**config.mk**
```make
export PLATFORM = sky130hd
export DESIGN_NAME = cond_flag_unit
export DESIGN_NICKNAME = d
export VERILOG_FILES = /design/src/rtl/cond_flag_unit.sv
export SDC_FILE = /design/constraint.sdc
export NUM_CORES = 1
export LEC_CHECK = 0
export BUFFER_PORTS_ARGS = -buffer_cell sky130_fd_sc_hd__clkbuf_2
export CAP_MARGIN = 10
export CORE_UTILIZATION = 48
export DETAILED_ROUTE_END_ITERATION = 16
export GPL_TIMING_DRIVEN = 0
export PLACE_DENSITY_LB_ADDON = 0.3
export SLEW_MARGIN = 40
export SYNTH_ARGS = -nofsm -noshare
export SYNTH_HDL_FRONTEND = slang
export SYNTH_SLANG_ARGS = --single-unit
export TNS_END_PERCENT = 1
```
**constraint.sdc**
```tcl
create_clock -name clk -period 2.6 [get_ports clk]
set_input_delay 0.26 -clock clk [delete_from_list [all_inputs] [get_ports clk]]
set_output_delay 0.26 -clock clk [all_outputs]
set_load 0.005 [all_outputs]
```
**src/rtl/cond_flag_unit.sv**
```systemverilog
// Condition-flag register with bypassed condition evaluation and a
// 2-entry in-order response queue plus query/taken statistics.
module cond_flag_unit (
    input  logic        clk,
    input  logic        rst,
    input  logic        alu_n,
    input  logic        alu_z,
    input  logic        alu_c,
    input  logic        alu_v,
    input  logic [2:0]  alu_op,
    input  logic        flag_we,
    input  logic        req_valid,
    input  logic [3:0]  req_cond,
    output logic        req_ready,
    output logic        rsp_valid,
    output logic        rsp_taken,
    output logic        rsp_err,
    input  logic        rsp_ready,
    output logic [3:0]  flags,
    output logic [15:0] taken_cnt,
    output logic [15:0] query_cnt
);

    typedef enum logic [1:0] {
        EMPTY = 2'd0,
        ONE   = 2'd1,
        FULL  = 2'd2
    } state_t;

    state_t     state;
    state_t     state_nxt;
    logic [3:0] flags_byp;
    logic       push;
    logic       pop;
    logic       cond_taken;
    logic       cond_err;
    logic [1:0] mem_taken;
    logic [1:0] mem_err;
    logic       wr_ptr;
    logic       rd_ptr;

    function automatic logic eval_cond(input logic [3:0] cond,
                                       input logic [3:0] f);
        logic n, z, c, v, r;
        {n, z, c, v} = f;
        r = 1'b0;
        unique case (cond)
            4'd0:  r = z;
            4'd1:  r = !z;
            4'd2:  r = c;
            4'd3:  r = !c;
            4'd4:  r = n;
            4'd5:  r = !n;
            4'd6:  r = v;
            4'd7:  r = !v;
            4'd8:  r = c & !z;
            4'd9:  r = !c | z;
            4'd10: r = (n == v);
            4'd11: r = (n != v);
            4'd12: r = !z & (n == v);
            4'd13: r = z | (n != v);
            4'd14: r = 1'b1;
            4'd15: r = 1'b0;
        endcase
        return r;
    endfunction

    // Flags as they will be after this edge; queries see this value.
    always_comb begin
        flags_byp = flags;
        if (flag_we) begin
            unique case (alu_op)
                3'd1, 3'd2:             flags_byp = {alu_n, alu_z, alu_c, alu_v};
                3'd3, 3'd4, 3'd5, 3'd6: flags_byp = {alu_n, alu_z, flags[1:0]};
                default:                flags_byp = flags;
            endcase
        end
    end

    assign cond_taken = eval_cond(req_cond, flags_byp);
    assign cond_err   = (req_cond == 4'd15);

    assign req_ready = rst & (state != FULL);
    assign rsp_valid = (state != EMPTY);
    assign push      = req_valid & req_ready;
    assign pop       = rsp_valid & rsp_ready;
    assign rsp_taken = rsp_valid & mem_taken[rd_ptr];
    assign rsp_err   = rsp_valid & mem_err[rd_ptr];

    always_comb begin
        state_nxt = state;
        unique case (state)
            EMPTY: if (push) state_nxt = ONE;
            ONE: begin
                if (push && !pop)      state_nxt = FULL;
                else if (pop && !push) state_nxt = EMPTY;
            end
            FULL:    if (pop) state_nxt = ONE;
            default: state_nxt = EMPTY;
        endcase
    end

    always_ff @(posedge clk) begin
        if (!rst) begin
            state     <= EMPTY;
            flags     <= 4'b0000;
            wr_ptr    <= 1'b0;
            rd_ptr    <= 1'b0;
            mem_taken <= 2'b00;
            mem_err   <= 2'b00;
            taken_cnt <= 16'd0;
            query_cnt <= 16'd0;
        end else begin
            state <= state_nxt;
            flags <= flags_byp;
            if (push) begin
                mem_taken[wr_ptr] <= cond_taken;
                mem_err[wr_ptr]   <= cond_err;
                wr_ptr            <= ~wr_ptr;
                query_cnt         <= query_cnt + 16'd1;
                if (cond_taken && taken_cnt != 16'hFFFF)
                    taken_cnt <= taken_cnt + 16'd1;
            end
            if (pop)
                rd_ptr <= ~rd_ptr;
        end
    end

endmodule

```
==> results of run 1 <==
-- per-layer routing --
layer | vias to the layer above | global-route usage | part of all wire
met4 | 0 | 0.0784 | 0.016
met5 | - | 0 | 0
li1 | 1152 | - | -
met2 | 49 | 0.334 | 0.47
met3 | 8 | 0.0361 | 0.039
met1 | 1027 | 0.275 | 0.48
-- cell type report --
| cell class | instances | area [um^2] | share of cell area |
|---|---|---|---|
| clock buffers | 5 | 68.8 | 0.0240 |
| repair buffers | 53 | 265 | 0.0927 |
| well taps | 67 | 83.8 | 0.0293 |
| inverters | 9 | 33.8 | 0.0118 |
| clock inverters | 3 | 90.1 | 0.0315 |
| plain buffers | 12 | 52.6 | 0.0184 |
| multi-input cells | 217 | 1390 | 0.485 |
| flip-flops and latches | 44 | 881 | 0.308 |
-- worst min path at each step --
| stage | startpoint | end | cells past startpoint |
|---|---|---|---|
| 4_1_cts | rsp_ready | state[1] | 3 |
| 6_report | rsp_ready | state[1] | 3 |
| 2_1_floorplan | mem_err[1] | mem_err[1] | 2 |
| 3_3_place_gp | mem_err[1] | mem_err[1] | 2 |
| 3_5_place_dp | mem_err[1] | mem_err[1] | 2 |
| 5_1_grt | rsp_ready | state[1] | 3 |
-- state kept, by name (all words and copies together), names as in the netlist --
name       count
wr_ptr         1
flags          4
state          2
query_cnt     16
mem_taken      2
rd_ptr         1
taken_cnt     16
mem_err        2
-- through the flow --
step                 util  setup WS (ns)  hold slack, ns
floorplan               -          0.194           0.444
global placement    0.571        -0.0795           0.454
detailed placement  0.571         -0.129           0.470
CTS                 0.604         0.0669           0.255
global route        0.606       -0.00472           0.273
finish              0.606          0.186           0.257
-- synthesized netlist by cell type, types with 3 or more instances --
cell type	number
or4_1	6
nor4_1	4
nor2_1	31
o311ai_0	3
xnor2_1	7
mux2i_1	10
a21oi_1	14
and2_1	6
dfxtp_1	44
inv_1	9
nand2_1	21
nand2b_1	10
nand3_1	17
clkbuf_1	6
o211ai_1	3
ha_1	3
nand3b_1	3
o21ai_0	11
xor2_1	11
and3_1	5
or3_1	7
nand4_1	8
o31ai_1	9
nor3_1	5
-- power groups by stage --
stage | clock [mW] | sequential (mW) | combinational [mW]
after floorplan | 0 | 0.718 | 0.123
after global placement | 0 | 0.720 | 0.176
after detailed placement | 0 | 0.720 | 0.179
after CTS | 0.738 | 0.704 | 0.180
after global routing | 0.766 | 0.707 | 0.202
final | 0.727 | 0.704 | 0.181
-- worst max-delay path: cells and delay by family --
family,cells,cell delay [ns]
AOI/OAI and AO/OA,5,0.87
buffers and inverters,2,0.41
and+or+nand+nor,4,1.06
-- kinds of logic (layout without fill, tap and decap cells) --
kind of cell,count (synthesis),count (layout),synth area share
flip-flops,44,44,0.375
XOR/XNOR,18,18,0.0672
AO/OA/AOI/OAI,59,59,0.180
AND/OR/NAND/NOR,127,127,0.282
multiplexers,10,10,0.0427
buffers and inverters,21,82,0.0368
adder cells (fa/ha/maj),3,3,0.0160
==> flow_metrics.py, run 1 <==
metrics = {
    "timing": {
        "hold_viol": 0,
        "fin_crit_sh": 0.928,
        "slew_headroom": 0.634,
        "finalClockSkew_ns": 0.00768,
        "report.final.slew_viol_count": 0,
        "setup_tns_ns": 0,
        "worstMarginPinSlew_ns": 0.549,
        "max_freq_ghz": 0.414,
        "finalSetupViolations": 0,
        "grt_setup_unrepaired": "true",
        "finalWorstPathRequiredPeriod_ns": 2.41,
    },
    "route": {
        "route.detailed.vias_per_inst": 5.45,
        "drt_wl_total_um": 5080,
        "drt.antenna.violating_nets": 0,
        "drt_pre_antenna_iters": 4,
        "wl_per_cell_um": 12.4,
        "detail_route.iter0.violations": 92,
        "route.vias.total": 2236,
        "route.detailed.drc": 0,
    },
    "logic_synthesis": {
        "netlist_instances": 282,
        "avgSynthCellArea_um2": 8.32,
        "ys.warnings.count": 0,
        "netlist.area_leader.share": 0.375,
        "cell_type_with_the_largest_total_area_after_synthesis": "dfxtp_1",
        "synth_edf_count": 0,
        "synth_sequential_area_ratio": 0.375,
        "synth.cell_area_um2": 2350,
        "async_reset_ff_frac": 0,
        "ys.flop_type": "dfxtp_1",
        "yosys_register_bits": 44,
        "postSynthNetCount": 301,
        "main_area_contributors_after_synthesis": "dfxtp_1, nor2_1, mux2i_1",
        "number_of_distinct_library_cells_after_synthesis": 49,
    },
    "status": {
        "result_of_the_run": "completed",
    },
    "cells_and_area": {
        "fin_nets": 361,
        "layout_common_cells": "clkbuf_2, dfxtp_1, nor2_1, nand2_1, nand3_1",
        "synthToLayoutAreaGrowth_pct": 22.0,
        "antenna-diode-count": 0,
        "final-instance-count-excl-fill": 410,
        "final_common_cell": "clkbuf_2",
        "drive_above_1_share": 0.216,
        "fillCellCount": 433,
        "final_cell_area_um2": 2860,
    },
    "floorplanning": {
        "die-height_um": 71.9,
        "die_area_um2": 5170,
        "core_area_um2": 4720,
        "io_pins": 56,
        "effective_utilization_at_floorplan": 0.497,
        "chipWidth_um": 71.9,
        "num_rows": 25,
    },
    "clocking": {
        "cts_htree_levels": 2,
        "number_of_clock_buffers_inserted_by_tritoncts": 5,
        "cts.repair.resized": 0,
        "clock_path_buffers": 2,
        "clk_pin_slew_ns": 0.09,
        "cts.sink_count": 44,
        "tritoncts": "done",
        "cts-root-buf": "clkbuf_8",
        "worstSkewPairLatency_ns": 0.30,
        "post_cts.repair.setup_buffers": 0,
        "holdBufCountCts": 0,
    },
    "critical_path": {
        "startpoint": "alu_op[2]",
        "worstPathRequired_ns": 2.79,
        "setup.worst_path.start_class": "input pin",
        "regToRegSetupSlack_ns": 0.25,
        "timing.critical_path.to": "taken_cnt[11]",
        "r2r-end": "taken_cnt[11]",
        "cpPeakStageDelay_ns": 0.47,
        "worst_setup_path_category": "input pin to register",
        "worst_ep_arrival_time_ns": 2.61,
        "critPathMaxFanout": 10,
        "reg2regPathDepth": 10,
        "cpMaxStageDelayCell": "or3b_2",
        "crit-reg2reg-launch": "flags[1]",
        "crit_path_cell_trace": "clkbuf_2, or3b_2, a21boi_1, nor3_2, nand2b_1, o21ai_1, a31oi_2, nor2_1, buf_2, o311ai_0, o41ai_1",
        "crit_path_end_kind": "register",
    },
    "grt": {
        "groute.usage.overall": 0.206,
        "antenna_found_initial": 0,
        "grt_overflow": 0,
        "grt_first_pass_wirelength_um": 8490,
        "first_global_vias": 1863,
        "grt_max_degree": 15,
    },
    "placement": {
        "globalplace.congestion": 0.771,
        "count_of_placed_standard_cells_including_taps": 402,
        "placement.io_buffers": 53,
        "dpl_cell_area_um2": 2700,
        "dp_hpwl_um": 3740,
    },
    "pwr": {
        "proportion_of_power_drawn_by_the_clock_network": 0.451,
        "power.leakage_nw": 1.10,
        "comb_power_share": 0.113,
        "netSwitchingFraction": 0.230,
        "ir_worst_vdd_uv": 339,
        "internal_dissipation_mw": 1.24,
        "totalPowerFinal_mw": 1.61,
        "power.sequential.fraction": 0.437,
        "power_density_nw_per_um2": 563,
        "total_net_switching_power_mw": 0.370,
    },
    "worst_hold_path": {
        "class_of_the_tightest_hold_or_removal_check": "input pin to register",
    },
    "job": {
        "max_cap_violations": 0,
    },
}
Note: power is estimated with default switching activity, not from simulation.
==> inputs of run 2 (changes only) <==
Settings changed: CORE_MARGIN from default to 3.
==> flow_metrics.py, run 2 (synthesized netlist as in run 1, its figures left out) <==
metrics = {
    "pwr": {
        "power.leakage_nw": 1.09,
        "power.sequential.fraction": 0.484,
        "proportion_of_power_drawn_by_the_clock_network": 0.390,
        "internal_dissipation_mw": 1.10,
        "comb_power_share": 0.126,
        "power_density_nw_per_um2": 514,
        "total_net_switching_power_mw": 0.354,
        "netSwitchingFraction": 0.244,
        "ir_worst_vdd_uv": 324,
    },
    "cells_and_area": {
        "fin_nets": 361,
        "fillCellCount": 404,
        "register_area_um2": 881,
        "final_common_cell": "clkbuf_2",
        "multi_input_area_um2": 1390,
        "layout_common_cells": "clkbuf_2, dfxtp_1, nor2_1, nand2_1, nand3_1",
        "antenna-diode-count": 0,
        "layout_top_registers": "query_cnt x16, taken_cnt x16, flags x4",
        "drive_above_1_share": 0.219,
        "synthToLayoutAreaGrowth_pct": 20.6,
    },
    "timing": {
        "final_critical_path_setup_slack_ns": 0.211,
        "slew_headroom": 0.643,
        "grt_setup_unrepaired": "false",
        "finalClockSkew_ns": 0.00577,
        "fin_crit_sh": 0.919,
        "hold_viol": 0,
        "max_freq_ghz": 0.419,
        "finalSetupViolations": 0,
        "worst_hold_slack_ns": 0.274,
        "report.final.slew_viol_count": 0,
        "finalWorstPathRequiredPeriod_ns": 2.39,
        "worstMarginPinSlew_ns": 0.535,
    },
    "grt": {
        "grt_max_degree": 14,
        "grt_overflow": 0,
        "first_global_vias": 2045,
        "antenna_found_initial": 0,
        "grt_first_pass_wirelength_um": 9150,
        "groute.usage.overall": 0.187,
    },
    "critical_path": {
        "setup.worst_path.start_class": "input pin",
        "regToRegSetupSlack_ns": 0.24,
        "worst_setup_path_category": "input pin to register",
        "startpoint": "alu_op[2]",
        "path_delay_family": "compound AO/OA/AOI/OAI gates",
        "critPathMaxFanout": 10,
        "crit-reg2reg-launch": "flags[3]",
        "crit_path_end_kind": "register",
        "crit_path_cell_trace": "clkbuf_2, nand2b_1, o21ai_0, a31oi_1, or3_1, a211oi_2, a31oi_2, o21ai_2, buf_4, mux2i_1, nor2_1",
        "worstPathRequired_ns": 2.77,
        "cpPeakStageDelay_ns": 0.33,
        "worst_ep_arrival_time_ns": 2.55,
        "critical_path.n_buffers_inverters": 2,
        "cpMaxStageDelayCell": "or3_1",
    },
    "clocking": {
        "worstSkewPairLatency_ns": 0.29,
        "cts.sink_count": 44,
        "clock_path_buffers": 2,
        "tritoncts": "done",
        "number_of_clock_buffers_inserted_by_tritoncts": 5,
        "cts_htree_levels": 2,
        "clk_pin_slew_ns": 0.08,
        "cts-root-buf": "clkbuf_8",
    },
    "floorplanning": {
        "io_pins": 56,
        "effective_utilization_at_floorplan": 0.517,
        "num_rows": 24,
        "core_area_um2": 4530,
        "chipWidth_um": 75.9,
        "die-height_um": 75.9,
        "die_area_um2": 5760,
    },
    "worst_hold_path": {
        "class_of_the_tightest_hold_or_removal_check": "input pin to register",
        "min-delay-start": "rsp_ready",
    },
    "placement": {
        "dpl_worst_slack_ns": -0.207,
        "dp_hpwl_um": 4010,
        "globalplace.congestion": 0.779,
        "placement.io_buffers": 53,
    },
    "route": {
        "route.vias.total": 2229,
        "detail_route.iter0.violations": 93,
        "route.detailed.vias_per_inst": 5.46,
        "wl_per_cell_um": 13.2,
        "drt.antenna.violating_nets": 0,
        "route.detailed.drc": 0,
        "drt_pre_antenna_iters": 4,
        "drt_wl_total_um": 5390,
    },
    "status": {
        "result_of_the_run": "completed",
    },
    "job": {
        "max_cap_violations": 0,
    },
}
run 2: cell count changes in the layout (fill, tap and decap cells not counted), sizes merged:
cell	delta
clkbuf	+2
bufinv	-2
run 2: what timing repair did:
action,in CTS,in global routing
hold buffers,0,0
setup endpoints to repair,2,7
pin swaps,0,0
buffers inserted,0,0
resized for setup,1,3
gates cloned,0,0
run 2: tightest hold or removal path, cell delays in order:
cell      delay, ns
clkbuf_2       0.10
o22a_1         0.14
nor2_1         0.03
run 2: through the flow:
stage / TNS, ns / instances / util / power, mW / area, um^2
after floorplan: 0 / 282 / - / 0.841 / 2350
after global placement: -0.494 / 400 / 0.594 / 0.898 / 2690
after detailed placement: -1.63 / 400 / 0.594 / 0.901 / 2690
after CTS: 0 / 408 / 0.623 / 1.47 / 2820
after global routing: 0 / 408 / 0.624 / 1.52 / 2830
final: 0 / 408 / 0.624 / 1.46 / 2830
run 2: path summary, 6_finish.rpt:
path	cells after the start	endpoint
max	11	taken_cnt[1]
min	3	state[1]
max reg2reg	10	taken_cnt[11]
min reg2reg	2	mem_err[1]
run 2: power by group through the flow:
stage	logic (mW)	clock network, mW	registers, mW
finish	0.184	0.567	0.704
global route	0.204	0.611	0.707
CTS	0.183	0.583	0.704
detailed placement	0.181	0	0.720
global placement	0.178	0	0.720
floorplan	0.123	0	0.718
run 2: layer usage:
metal,track usage,part of all wire
met5,0,0
met3,0.0391,0.040
met4,0.0707,0.010
met2,0.322,0.49
met1,0.230,0.46
run 2: cell type report:
class | instances | area share
repair buffers | 53 | 0.0937
clock inverters | 1 | 0.0106
multi-input cells | 217 | 0.491
well taps | 65 | 0.0287
plain buffers | 12 | 0.0186
clock buffers | 7 | 0.0340
inverters | 9 | 0.0119
flip-flops and latches | 44 | 0.311
==> inputs of run 3 (changes only) <==
Settings changed: ABC_CLOCK_PERIOD_IN_PS from default to 3070, CORE_UTILIZATION 48 to 57.
Clock period 2.6 ns to 3.07 ns, I/O delays scaled along.
==> flow_metrics.py, run 3 (synthesized netlist as in run 1, its figures left out) <==
metrics = {
    "status": {
        "result_of_the_run": "completed",
    },
    "critical_path": {
        "path_delay_family": "simple AND/OR/NAND/NOR gates",
        "critPathMaxFanout": 10,
        "worst_setup_path_category": "register to register",
        "regToRegSetupSlack_ns": 0.53,
        "reg2regPathDepth": 10,
        "crit_path_cell_trace": "nand3b_1, a21boi_1, nor3_1, nand2b_1, o21ai_1, a31oi_2, nor2_1, buf_2, o311ai_0, o41ai_1",
        "cpPeakStageDelay_ns": 0.51,
        "cpMaxStageDelayCell": "nor3_1",
        "setup.worst_path.start_class": "register",
        "worst_ep_arrival_time_ns": 2.71,
        "crit-reg2reg-launch": "flags[2]",
        "critical_path.n_buffers_inverters": 1,
        "worstPathRequired_ns": 3.24,
        "crit_path_end_kind": "register",
        "r2r-end": "taken_cnt[13]",
    },
    "cells_and_area": {
        "drive_above_1_share": 0.208,
        "layout_common_cells": "clkbuf_2, dfxtp_1, nor2_1, nand2_1, nand3_1",
        "antenna-diode-count": 0,
        "layout_top_registers": "query_cnt x16, taken_cnt x16, flags x4",
        "final_common_cell": "clkbuf_2",
        "finalCoreUtilization": 0.725,
        "synthToLayoutAreaGrowth_pct": 17.3,
        "fin_nets": 361,
        "fillCellCount": 308,
        "final_cell_area_um2": 2750,
    },
    "pwr": {
        "power_density_nw_per_um2": 397,
        "power.leakage_nw": 1.06,
        "ir_worst_vdd_uv": 255,
        "totalPowerFinal_mw": 1.09,
    },
    "route": {
        "wl_per_cell_um": 13.7,
        "route.detailed.vias_per_inst": 5.83,
        "drt_pre_antenna_iters": 4,
        "drt.antenna.violating_nets": 0,
        "drt_wl_total_um": 5330,
        "route.detailed.drc": 0,
        "detail_route.iter0.violations": 157,
        "route.vias.total": 2272,
    },
    "timing": {
        "max_freq_ghz": 0.393,
        "worstMarginPinSlew_ns": 0.581,
        "finalClockSkew_ns": 0.00322,
        "finalSetupViolations": 0,
        "grt_setup_unrepaired": "false",
        "setup_tns_ns": 0,
        "report.final.slew_viol_count": 0,
        "finalWorstPathRequiredPeriod_ns": 2.54,
        "slew_headroom": 0.610,
        "hold_viol": 0,
        "fin_crit_sh": 0.828,
    },
    "clocking": {
        "clock_path_buffers": 2,
        "clk_pin_slew_ns": 0.08,
        "post_cts.repair.setup_buffers": 0,
        "tritoncts": "done",
        "cts_htree_levels": 2,
        "number_of_clock_buffers_inserted_by_tritoncts": 5,
        "holdBufCountCts": 0,
        "cts-root-buf": "clkbuf_8",
        "cts.sink_count": 44,
        "cts.repair.resized": 0,
        "worstSkewPairLatency_ns": 0.29,
    },
    "grt": {
        "grt_max_degree": 14,
        "grt_first_pass_wirelength_um": 9100,
        "grt_overflow": 0,
        "groute.usage.overall": 0.221,
        "first_global_vias": 2052,
        "antenna_found_initial": 0,
    },
    "placement": {
        "dp_hpwl_um": 4030,
        "dpl_cell_area_um2": 2670,
        "placement.io_buffers": 53,
        "globalplace.congestion": 0.808,
    },
    "job": {
        "max_cap_violations": 0,
    },
    "floorplanning": {
        "num_rows": 22,
        "effective_utilization_at_floorplan": 0.618,
        "core_area_um2": 3800,
        "die_area_um2": 4920,
        "io_pins": 56,
        "die-height_um": 70.2,
        "chipWidth_um": 70.2,
    },
    "worst_hold_path": {
        "class_of_the_tightest_hold_or_removal_check": "input pin to register",
        "whs_path_depth": 3,
        "min_delay_worst_endpoint": "state[1]",
        "min-delay-start": "rsp_ready",
    },
}
[run 3: cell types whose count changed in the layout (fill, tap and decap cells not counted)]
| cell | previous run | this run |
|---|---|---|
| clkbuf_8 | 7 | 5 |
| bufinv_16 | 1 | 0 |
| a21boi_1 | 0 | 1 |
| nor3_1 | 4 | 5 |
| o311ai_0 | 2 | 3 |
| clkinvlp_4 | 0 | 1 |
| nor2_1 | 30 | 31 |
| a21boi_2 | 1 | 0 |
| o311ai_1 | 1 | 0 |
| nor2_2 | 1 | 0 |
| clkinv_2 | 0 | 1 |
| nor3_2 | 1 | 0 |
[run 3: tightest hold or removal path: cells and delay by family]
kind / cells / cell delay [ns]
buffers and inverters: 1 / 0.10
AND/OR/NAND/NOR: 1 / 0.03
AO/OA/AOI/OAI: 1 / 0.14
[run 3: area by class of cell]
| class | instances | area [um^2] | area share |
|---|---|---|---|
| Clock inverter | 2 | 12.5 | 0.00455 |
| Tap cell | 48 | 60.1 | 0.0218 |
| Timing Repair Buffer | 53 | 265 | 0.0964 |
| Sequential cell | 44 | 881 | 0.320 |
| Multi-Input combinational cell | 217 | 1380 | 0.501 |
| Clock buffer | 5 | 68.8 | 0.0250 |
| Inverter | 9 | 33.8 | 0.0123 |
| Buffer | 12 | 52.6 | 0.0191 |
[run 3: where the power goes]
part           internal [mW]  leakage, nW  switching (mW)
combinational         0.0608        0.662          0.0943
sequential             0.583        0.356          0.0137
clock                  0.154       0.0400           0.187
total                  0.798         1.06           0.295
[run 3: per-stage QoR]
step                std cells  worst slack, ns  hold WS, ns
global route              390            0.337        0.341
finish                    390            0.528        0.322
detailed placement        383            0.278        0.478
floorplan                 282            0.617        0.444
CTS                       390            0.521        0.320
global placement          383            0.347        0.465
[run 3: worst max-delay path by stage]
stage	startpoint	endpoint	slack (ns)	cells past startpoint
floorplan	alu_op[0]	taken_cnt[11]	0.62	11
global placement	alu_op[2]	taken_cnt[1]	0.35	11
detailed placement	alu_op[2]	taken_cnt[1]	0.28	11
CTS	flags[2]	taken_cnt[13]	0.52	10
global route	flags[2]	taken_cnt[11]	0.34	10
finish	flags[2]	taken_cnt[13]	0.53	10
[run 3: layer usage]
metal / vias to the layer above / wire length [um] / global-route usage
met1: 1050 / 2470 / 0.291
met2: 65 / 2490 / 0.359
met5: - / 0 / 0
li1: 1150 / - / -
met3: 7 / 301 / 0.0504
met4: 0 / 68 / 0.0681
